<file path="src/rtl/pe_packet_tx.sv">
// PE packet network transmit source: queues burst requests in a FIFO and expands each
// request into `count` packets to consecutive node addresses carrying the same payload.
module pe_packet_tx #(
  parameter int unsigned NODE_W = 10,
  parameter int unsigned DATA_W = 32,
  parameter int unsigned CNT_W  = 8,
  parameter int unsigned DEPTH  = 8
) (
  input  logic                     clk,
  input  logic                     rst_n,
  input  logic                     req_valid,
  output logic                     req_ready,
  input  logic [NODE_W-1:0]        req_addr,
  input  logic [DATA_W-1:0]        req_data,
  input  logic [CNT_W-1:0]         req_count,
  output logic                     packet_out_valid,
  input  logic                     packet_out_ready,
  output logic [NODE_W+DATA_W-1:0] packet_out,
  output logic                     busy,
  output logic                     tx_done,
  output logic [15:0]              pkt_count
);

  localparam int unsigned AW = $clog2(DEPTH);
  localparam int unsigned PW = NODE_W + DATA_W;

  typedef struct packed {
    logic [NODE_W-1:0] addr;
    logic [DATA_W-1:0] data;
    logic [CNT_W-1:0]  count;
  } req_t;

  typedef enum logic {
    IDLE = 1'b0,
    SEND = 1'b1
  } state_t;

  // Request FIFO: pointers carry one extra wrap bit to tell full from empty.
  req_t          mem [DEPTH];
  logic [AW:0]   wr_ptr;
  logic [AW:0]   rd_ptr;
  logic          fifo_empty;
  logic          fifo_full;
  logic          push;
  logic          pop;
  req_t          head;
  req_t          wr_entry;

  assign fifo_empty = (wr_ptr == rd_ptr);
  assign fifo_full  = (wr_ptr[AW] != rd_ptr[AW]) && (wr_ptr[AW-1:0] == rd_ptr[AW-1:0]);
  assign req_ready  = !fifo_full;
  assign push       = req_valid && !fifo_full;
  assign head       = mem[rd_ptr[AW-1:0]];

  always_comb begin
    wr_entry       = '0;
    wr_entry.addr  = req_addr;
    wr_entry.data  = req_data;
    wr_entry.count = req_count;
  end

  // Storage needs no reset: the pointers define which entries are valid.
  always_ff @(posedge clk) begin
    if (push) begin
      mem[wr_ptr[AW-1:0]] <= wr_entry;
    end
  end

  always_ff @(posedge clk or negedge rst_n) begin
    if (!rst_n) begin
      wr_ptr <= '0;
      rd_ptr <= '0;
    end else begin
      if (push) wr_ptr <= wr_ptr + (AW+1)'(1);
      if (pop)  rd_ptr <= rd_ptr + (AW+1)'(1);
    end
  end

  // Burst expansion FSM
  state_t            state;
  state_t            state_nxt;
  logic [NODE_W-1:0] cur_addr;
  logic [NODE_W-1:0] cur_addr_nxt;
  logic [NODE_W-1:0] addr_inc;
  logic [DATA_W-1:0] cur_data;
  logic [DATA_W-1:0] cur_data_nxt;
  logic [CNT_W-1:0]  remaining;
  logic [CNT_W-1:0]  remaining_nxt;
  logic              valid_nxt;
  logic [PW-1:0]     packet_nxt;
  logic              done_nxt;
  logic [15:0]       pkt_count_nxt;

  assign addr_inc = cur_addr + NODE_W'(1);
  assign busy     = (state != IDLE) || !fifo_empty;

  always_ff @(posedge clk or negedge rst_n) begin
    if (!rst_n) begin
      state <= IDLE;
    end else begin
      state <= state_nxt;
    end
  end

  always_comb begin
    state_nxt     = state;
    pop           = 1'b0;
    cur_addr_nxt  = cur_addr;
    cur_data_nxt  = cur_data;
    remaining_nxt = remaining;
    valid_nxt     = packet_out_valid;
    packet_nxt    = packet_out;
    done_nxt      = 1'b0;
    pkt_count_nxt = pkt_count;
    case (state)
      IDLE: begin
        if (!fifo_empty) begin
          pop           = 1'b1;
          cur_addr_nxt  = head.addr;
          cur_data_nxt  = head.data;
          remaining_nxt = head.count;
          if (head.count == CNT_W'(0)) begin
            done_nxt = 1'b1;
          end else begin
            state_nxt  = SEND;
            valid_nxt  = 1'b1;
            packet_nxt = {head.addr, head.data};
          end
        end
      end
      SEND: begin
        // Output is held untouched while the network stalls.
        if (packet_out_ready) begin
          pkt_count_nxt = pkt_count + 16'd1;
          if (remaining == CNT_W'(1)) begin
            state_nxt     = IDLE;
            valid_nxt     = 1'b0;
            done_nxt      = 1'b1;
            remaining_nxt = '0;
          end else begin
            remaining_nxt = remaining - CNT_W'(1);
            cur_addr_nxt  = addr_inc;
            packet_nxt    = {addr_inc, cur_data};
          end
        end
      end
      default: state_nxt = IDLE;
    endcase
  end

  always_ff @(posedge clk or negedge rst_n) begin
    if (!rst_n) begin
      cur_addr         <= '0;
      cur_data         <= '0;
      remaining        <= '0;
      packet_out_valid <= 1'b0;
      packet_out       <= '0;
      tx_done          <= 1'b0;
      pkt_count        <= '0;
    end else begin
      cur_addr         <= cur_addr_nxt;
      cur_data         <= cur_data_nxt;
      remaining        <= remaining_nxt;
      packet_out_valid <= valid_nxt;
      packet_out       <= packet_nxt;
      tx_done          <= done_nxt;
      pkt_count        <= pkt_count_nxt;
    end
  end

endmodule

</file>
<file path="config.mk">
export PLATFORM = sky130hd
export DESIGN_NAME = pe_packet_tx
export DESIGN_NICKNAME = d
export VERILOG_FILES = /design/src/rtl/pe_packet_tx.sv
export SDC_FILE = /design/constraint.sdc
export NUM_CORES = 1
export LEC_CHECK = 0
export ABC_AREA = 0
export BUFFER_PORTS_ARGS = -buffer_cell sky130_fd_sc_hd__buf_2
export CAP_MARGIN = 0
export CORE_MARGIN = 1.5
export CORE_UTILIZATION = 60
export CTS_CLUSTER_DIAMETER = 100
export DETAILED_ROUTE_END_ITERATION = 6
export HOLD_SLACK_MARGIN = 0.1
export PLACE_DENSITY = 0.79
export SLEW_MARGIN = 25
export SYNTH_ARGS = -nofsm -noshare
export SYNTH_HDL_FRONTEND = slang
export SYNTH_SLANG_ARGS = --single-unit
export TNS_END_PERCENT = 5
</file>
<file path="constraint.sdc">
create_clock -name clk -period 6.85 [get_ports clk]
set_input_delay 0.685 -clock clk [delete_from_list [all_inputs] [get_ports clk]]
set_output_delay 0.685 -clock clk [all_outputs]
set_load 0.01 [all_outputs]
</file>
-- Word-level counts from Yosys, hierarchy flattened
Memory sizes are Yosys's and may differ from the RTL's.
Cells that the tools add are included.
- bits in registers: 119
- output and inout port bits: 62
- memories: 1
- RAM bits: 400
- logic and storage cells: 71
- input port bits: 54
- add/sub/neg operators: 5
- reduce and logical (&&, ||, !) cells: 12
- bitwise logic cells: 2
- equality and inequality tests: 9
- muxes and demuxes: 32
- memory list (name ; depth ; bits a word ; rd ports ; clocked after Yosys merged registers in ; write ports ; line ; RTL):
    mem ; 8 ; 50 ; 1 ; 0 ; 1 ; 39 ; req_t mem [DEPTH];
- operators by type and width (cell ; number):
    $mux W42 ; 4
    $pmux W42 S2 ; 1
    $mux W10 ; 3
    $mux W8 ; 3
    $pmux W10 S2 ; 1
    $add A16 B1 Y16 const B ; 1
    $mux W1 ; 16
    $pmux W8 S2 ; 1
    $add A10 B1 Y10 const B ; 1
    $add A4 B1 Y4 const B ; 2
    $eq A8 B1 Y1 const B ; 1
    $logic_not A8 Y1 ; 1
    $ne A2 B2 Y1 const B ; 4
    $reduce_and A4 Y1 ; 2
    $sub A8 B1 Y8 const B ; 1
    $pmux W1 S2 ; 3
    $reduce_and A2 Y1 ; 3
    $eq A4 B4 Y1 ; 1
    $eq A3 B3 Y1 ; 1
    $reduce_and A3 Y1 ; 1
    $logic_and A1 B1 Y1 ; 2
    $logic_not A1 Y1 ; 2
    $ne A2 B1 Y1 const B ; 1
    $not A1 Y1 ; 2
    other kinds (2) ; 2

-- Longest topological paths before layout
Gate-level depths: netlist of the first run.
- word-level depth: 6
- mapped depth: 9
- depth with buffers taken out: 6

-- Least setup slack after synthesis of the first run
No wires, ideal clock.
- kind: reg-to-reg
- start point: reg rd_ptr[2]
- end point: mem mem[0][0] (netlist name), enable pin
- path buffers: 2
- stages on the path, launching flop included: 8
- path slack: 1.321 ns
- period minus slack after synthesis: 5.529 ns
- setup time: 0.519 ns
- arrival time: 5.010 ns
- data required time: 6.331 ns
- cell sequence: dfrtp_1 clkbuf_1 buf_2 xnor2_1 nand4_1 nand2_1 or2_2 nor3_1
- word-level cells in the longest chain between the ends: 6
- ends and longest elaborated chain (element ; line ; RTL):
    start, declared ; 41 ; logic [AW:0] rd_ptr;
    start signal, assigned ; 75 ; if (pop) rd_ptr <= rd_ptr + (AW+1)'(1);
    $eq A3 B3 Y1 ; 50 ; assign fifo_full = (wr_ptr[AW] != rd_ptr[AW]) && (wr_ptr[AW-1:0] == rd_ptr[AW-1:0]);
    $logic_and A1 B1 Y1 ; 50 ;
    $logic_not A1 Y1 ; -- ;
    net req_ready ; 12 ; output logic req_ready,
    $logic_and A1 B1 Y1 ; 52 ; assign push = req_valid && !fifo_full;
    $mux W1 ; 64 ; if (push) begin
    $mux W1 (implied by the code) ; 65 ; mem[wr_ptr[AW-1:0]] <= wr_entry;
    end, declared ; 39 ;
The timed path passes the listed nets, and every way through them passes these cells.

-- Worst setup path in the final report of the first run
- start point: reg rd_ptr[1]
- end point: mem mem[5][20] (netlist name), enable pin
- word-level cells in the longest chain between the ends: 6
- ends and longest elaborated chain (element ; line):
    $eq A3 B3 Y1 ; 50
    $logic_and A1 B1 Y1 ; 50
    $logic_not A1 Y1 ; 52
    $logic_and A1 B1 Y1 ; 52
    $mux W1 ; 64
    $mux W1 (implied by the code) ; 65
Every way passes these cells.

==> run metrics, run 1 <==
Cell Chain, Critical Path=xnor2_1 > nand4_1 > nand3_1 > nor2_4 > buf_4; switching power=2.58 mW; ANT nets after route=0; sequential share of the synthesized area=0.725; largest net degree at the start of global routing=75; sum of negative setup slack=0 ps; Die X=approximately 190 um; Post-synth EDFFs=400; clk_lat worst skew=~570 ps; commonest non-fill, non-tap cell in the layout=edfxtp_1; Hold Vio Cnt, Final=0; drc violations=0; CP Launch Type=flop; RSZ-0062 raised after global routing=no; setup bufs post-CTS=0; HPWL after DPL=around 24000 um; first-pass GRT wire length=just under 70000 um; PostCTS Resize Cnt=0; Final Setup Violations=0; Leak Pwr=about 8.3 nW; R2R Setup Slk=around 3200 ps; CTS Root Cell=clkbuf_16; Port Buffer Count=about 120; CTS tree=yes; clk sinks=a little over 500; P_int=6.50 mW; total track usage=0.253; Critical R2R Capture=mem[5][20]; TritonCTS Buffers=51; f_max=about 0.27 GHz; Setup Skew=around 13 ps; Post-CTS Hold Buffers=0; Slowest cell on crit path=dfrtp_4; Clock Path Buffers=3; most frequent cells in the layout=edfxtp_1, nand2_1, dfrtp_1; Slew headroom=0.332; cell area power density=386 nW/um2; Syn. warnings=0; r2r worst-path depth=5; GRT overflow=0; Clock Power Share=0.307; Initial Util=0.614; Seq pwr share=0.488; CP max stage delay=960 ps; count of pins over their slew limit=0; I/O Pins=~120; main flop type after synthesis=edfxtp_1; 1st-iter DRT viols=about 1200; DR vias=11400; Vias/cell=about 6.4; area grow syn2layout=13.6%; synth unique cells=47; CTS HTree Levels=2; layout cell share with drive strength beyond 1=0.254; Peak VDD IR=~0.24 mV; nets=roughly 1400; initial antenna violation count=5; 1st-pass router iterations=6; clk slew on worst S/H paths=approximately 60 ps; max_cap viols=0; status=completed; Async S/R FF share, synth=0.229; Synth Cell Area=just over 20000 um2; die area=between 30000 and 40000 um2; WL/cell=~25 um; vias in the first global route=11600; critical path class=flop to flop; Crit Path Max Fanout=between 50 and 60; HP Class=input pin to asynchronous set/reset pin; CP endpoint kind=flop; final core utilization=0.698; final period utilization=0.535; switching share of power=0.284; core area=around 34000 um2; Avg Cell Area, Syn=roughly 18 um2; final wirelength=approximately 44000 um; worst r2r src=rd_ptr[1]; Comb power frac=0.205; Synth Instances=roughly 1200; flops & latches, synth=between 500 and 600; Critical Path RT=around 7000 ps; arrival time worst endpoint=approximately 3900 ps; Final Critical Period=approximately 3700 ps; routability cong.=about 0.78; syn_nets=around 1200; Rows=67; Slew @ Worst Pin=approximately 1000 ps; Die Y=between 150 and 200 um
## cells in the mapped netlist, types with 4 or more instances
cell | n | area [um2]
edfxtp_1 | 400 | 12000
nand2_1 | 134 | 503
dfrtp_1 | 119 | 2980
mux4_2 | 100 | 2250
o21ai_0 | 73 | 365
clkbuf_1 | 45 | 169
mux2i_1 | 43 | 430
o211ai_1 | 33 | 248
o311a_1 | 32 | 320
xnor2_1 | 26 | 228
nor2_1 | 21 | 78.8
a211oi_1 | 12 | 90.1
nand3_1 | 12 | 60.1
a22o_1 | 11 | 96.3
buf_1 | 9 | 33.8
buf_2 | 8 | 40.0
xor2_1 | 8 | 70.1
buf_6 | 7 | 78.8
inv_1 | 7 | 26.3
mux2_2 | 7 | 78.8
nor2b_1 | 7 | 43.8
ha_1 | 6 | 75.1
nand4_1 | 6 | 37.5
a21o_1 | 5 | 37.5
and3_1 | 4 | 25.0
nor3_1 | 4 | 20.0
o32ai_1 | 4 | 35.0
## layer usage
layer	GRT usage	part of all wire
met5	0	0.00020
met3	0.0421	0.067
met1	0.351	0.41
met4	0.0821	0.024
met2	0.416	0.50
## power by group through the flow
stage	combinational, mW	sequential [mW]	clock (mW)
final	1.86	4.43	2.79
after global routing	2.03	4.49	2.94
after CTS	1.88	4.43	2.83
after detailed placement	1.86	4.48	0
after global placement	1.79	4.45	0
after floorplan	1.28	4.38	0
## per-stage QoR
step	area, um2	instances	hold slack (ps)	setup slack [ps]	power, mW
floorplan	20700	1177	389	1320	5.66
global placement	21700	1687	456	3080	6.23
detailed placement	21800	1688	460	3170	6.34
CTS	23500	1784	160	3110	9.14
global route	23500	1787	173	2990	9.46
finish	23500	1789	134	3180	9.08
## area by class of cell
class | instances | area, um2
multi-input cells | 580 | 5440
repair buffers | 135 | 772
well taps | 448 | 561
inverters | 7 | 26.3
fillers | 2097 | 10200
clock inverters | 18 | 188
diodes | 4 | 10.0
clock buffers | 78 | 1510
flip-flops and latches | 519 | 15000
## how the worst max path moves through the flow
stage / startpoint / to / slack, ps / cells past startpoint
finish: rd_ptr[1] / mem[5][20] / 3180 / 5
CTS: rd_ptr[1] / mem[5][22] / 3110 / 5
detailed placement: rd_ptr[1] / mem[5][16] / 3170 / 5
floorplan: rd_ptr[2] / mem[0][0] / 1320 / 7
global placement: rd_ptr[1] / mem[1][0] / 3080 / 6
global route: rd_ptr[1] / mem[5][23] / 2990 / 5
## critical path, delay by kind of cell (launching register included)
kind	cells	cell delay, ps
xor gates and xnor gates	1	340
buffers and inverters	1	550
DFF	1	960
and+or+nand+nor	3	1400
## sequential cells by signal, indices dropped and copies added (netlist names)
signal            count
mem                 400
packet_out           42
cur_data             32
pkt_count            16
cur_addr             10
remaining             8
rd_ptr                4
wr_ptr                4
packet_out_valid      1
state                 1
tx_done               1
## cells by family after synthesis
| kind of cell | after synthesis | share of synthesized area |
|---|---|---|
| buf+inv | 78 | 0.0174 |
| simple gates | 203 | 0.0424 |
| flops | 519 | 0.725 |
| mux | 150 | 0.133 |
| xor+xnor | 34 | 0.0144 |
| fa+ha+maj | 6 | 0.00363 |
| compound gates | 187 | 0.0641 |
No activity file was read; power rests on OpenSTA's default activity.
==> inputs of run 2 (changes only) <==
- CORE_UTILIZATION: 60 -> 55
- PLACE_DENSITY: 0.79 -> 0.76
- clock period: 6.85 -> 2.9 ns (I/O delays scaled with it)
==> run metrics, run 2 (synthesized netlist as in run 1, its figures left out) <==
status=completed; clk sinks=about 520; WL/cell=approximately 24 um; Leak Pwr=between 8 and 9 nW; commonest non-fill, non-tap cell in the layout=edfxtp_1; I/O Pins=116; Largest register FFs=400; layout cell share with drive strength beyond 1=0.264; sequential cell area=~15000 um2; Port Buffer Count=115; f_max=between 0.3 and 0.4 GHz; Clock Path Buffers=3; core area=~37000 um2; Slew headroom=0.427; total track usage=0.246; most frequent cells in the layout=edfxtp_1, nand2_1, dfrtp_1; ANT nets after route=0; area grow syn2layout=18.3%; final wirelength=~46000 um; CP Launch Type=flop; sum of negative setup slack=0 ps; Peak VDD IR=0.556 mV; CTS HTree Levels=2; Die Y=about 200 um; TritonCTS Buffers=50; fill count=around 2400; vias in the first global route=about 12000; Final Setup Violations=0; cell area power density=between 800 and 900 nW/um2; Critical Path RT=~2600 ps; grt met2 use=0.407; Multi-input gate area=~5500 um2; routability cong.=around 0.8; clk_lat worst skew=570 ps; max_cap viols=0; count of pins over their slew limit=0; critical path class=flop to primary output; placed insts=around 1700; Initial Util=0.562; final period utilization=0.955; GRT overflow=0; largest net degree at the start of global routing=69; initial antenna violation count=2; DR vias=around 12000; post-route insts no fill=1896; clk slew on worst S/H paths=60 ps; met3 Use GR=0.0479; 1st-iter DRT viols=roughly 980; setup bufs post-CTS=0; 1st-pass router iterations=7; CP endpoint kind=primary output; drc violations=0; arrival time worst endpoint=~2500 ps; Vias/cell=~6.2; Crit Path Max Fanout=22; nets=1444; CTS tree=yes; Rows=70; die area=38800 um2; worst hold slack=around 350 ps; CTS Root Cell=clkbuf_16; RSZ-0062 raised after global routing=no; HP Class=input pin to asynchronous set/reset pin; first-pass GRT wire length=71600 um; Final Critical Period=roughly 2800 ps; Setup Skew=roughly 13 ps; global routing's busiest layer=met2; HPWL after DPL=26300 um; Slew @ Worst Pin=around 860 ps; grt met1 use=0.331; Die X=197 um; Hold Vio Cnt, Final=0
## run 2: cell count changes in the layout (fill, tap and decap cells not counted), sizes merged
cell / before / now
inv: 10 / 7
bufinv: 3 / 4
buf: 135 / 173
diode: 4 / 2
clkbuf: 78 / 70
dlygate4sd3: 0 / 53
clkinvlp: 1 / 6
clkinv: 11 / 14
## run 2: metrics by stage
stage          worst slack, ps  instance area, um2  total power [mW]   util
2_1_floorplan             -261               20800              13.4      -
6_report                   131               24500              21.6  0.665
4_1_cts                   59.9               24500              21.8  0.665
3_3_place_gp               300               22300              15.0  0.606
5_1_grt                   21.6               24500              22.6  0.665
3_5_place_dp               259               22300              15.3  0.606
## run 2: area by class of cell
cell class                 instances  share of cell area
antenna                            2            0.000204
clock buffer                      70              0.0576
sequential                       519               0.613
inverter                           7             0.00107
timing repair buffer             226              0.0716
tap                              468              0.0239
clock inverter                    24             0.00930
multi-input combinational        580               0.223
## run 2: timing repair
action | 4_1_cts | 5_1_grt
hold buffers | 53 | 0
endpoints found under the setup margin | 0 | 1
endpoints found under the hold margin | 456 | 0
gates resized for setup | 0 | 1
## run 2: critical path: stages, from the launching register on
cell and delay [ps]:
dfrtp_4 610, buf_4 260, xnor2_1 220, buf_4 170
nand3_1 70, or3_1 410, buf_2 160
## run 2: report_power, final
group          total, mW  switching [mW]  internal [mW]
clock network       6.43            2.68           3.75
logic               4.90            2.61           2.29
registers           10.3           0.773           9.53
total               21.6            6.06           15.6
## run 2: path summary, 6_finish.rpt
check	from	endpoint	slack, ps	cells past startpoint
setup / recovery	rd_ptr[1]	busy	130	6
hold / removal	rst_n	remaining[5]	350	2
setup reg to reg	rd_ptr[1]	packet_out[18]	260	7
hold reg to reg	pkt_count[15]	pkt_count[15]	460	1
max in group asynchronous	rst_n	packet_out[0]	1760	3
min in group clk	pkt_count[15]	pkt_count[15]	460	1
## run 2: metal layers
layer  part of all wire  routed length (um)
met5                  0                   0
met4              0.024                1090
met3              0.070                3190
met2               0.50               23000
met1               0.41               18600
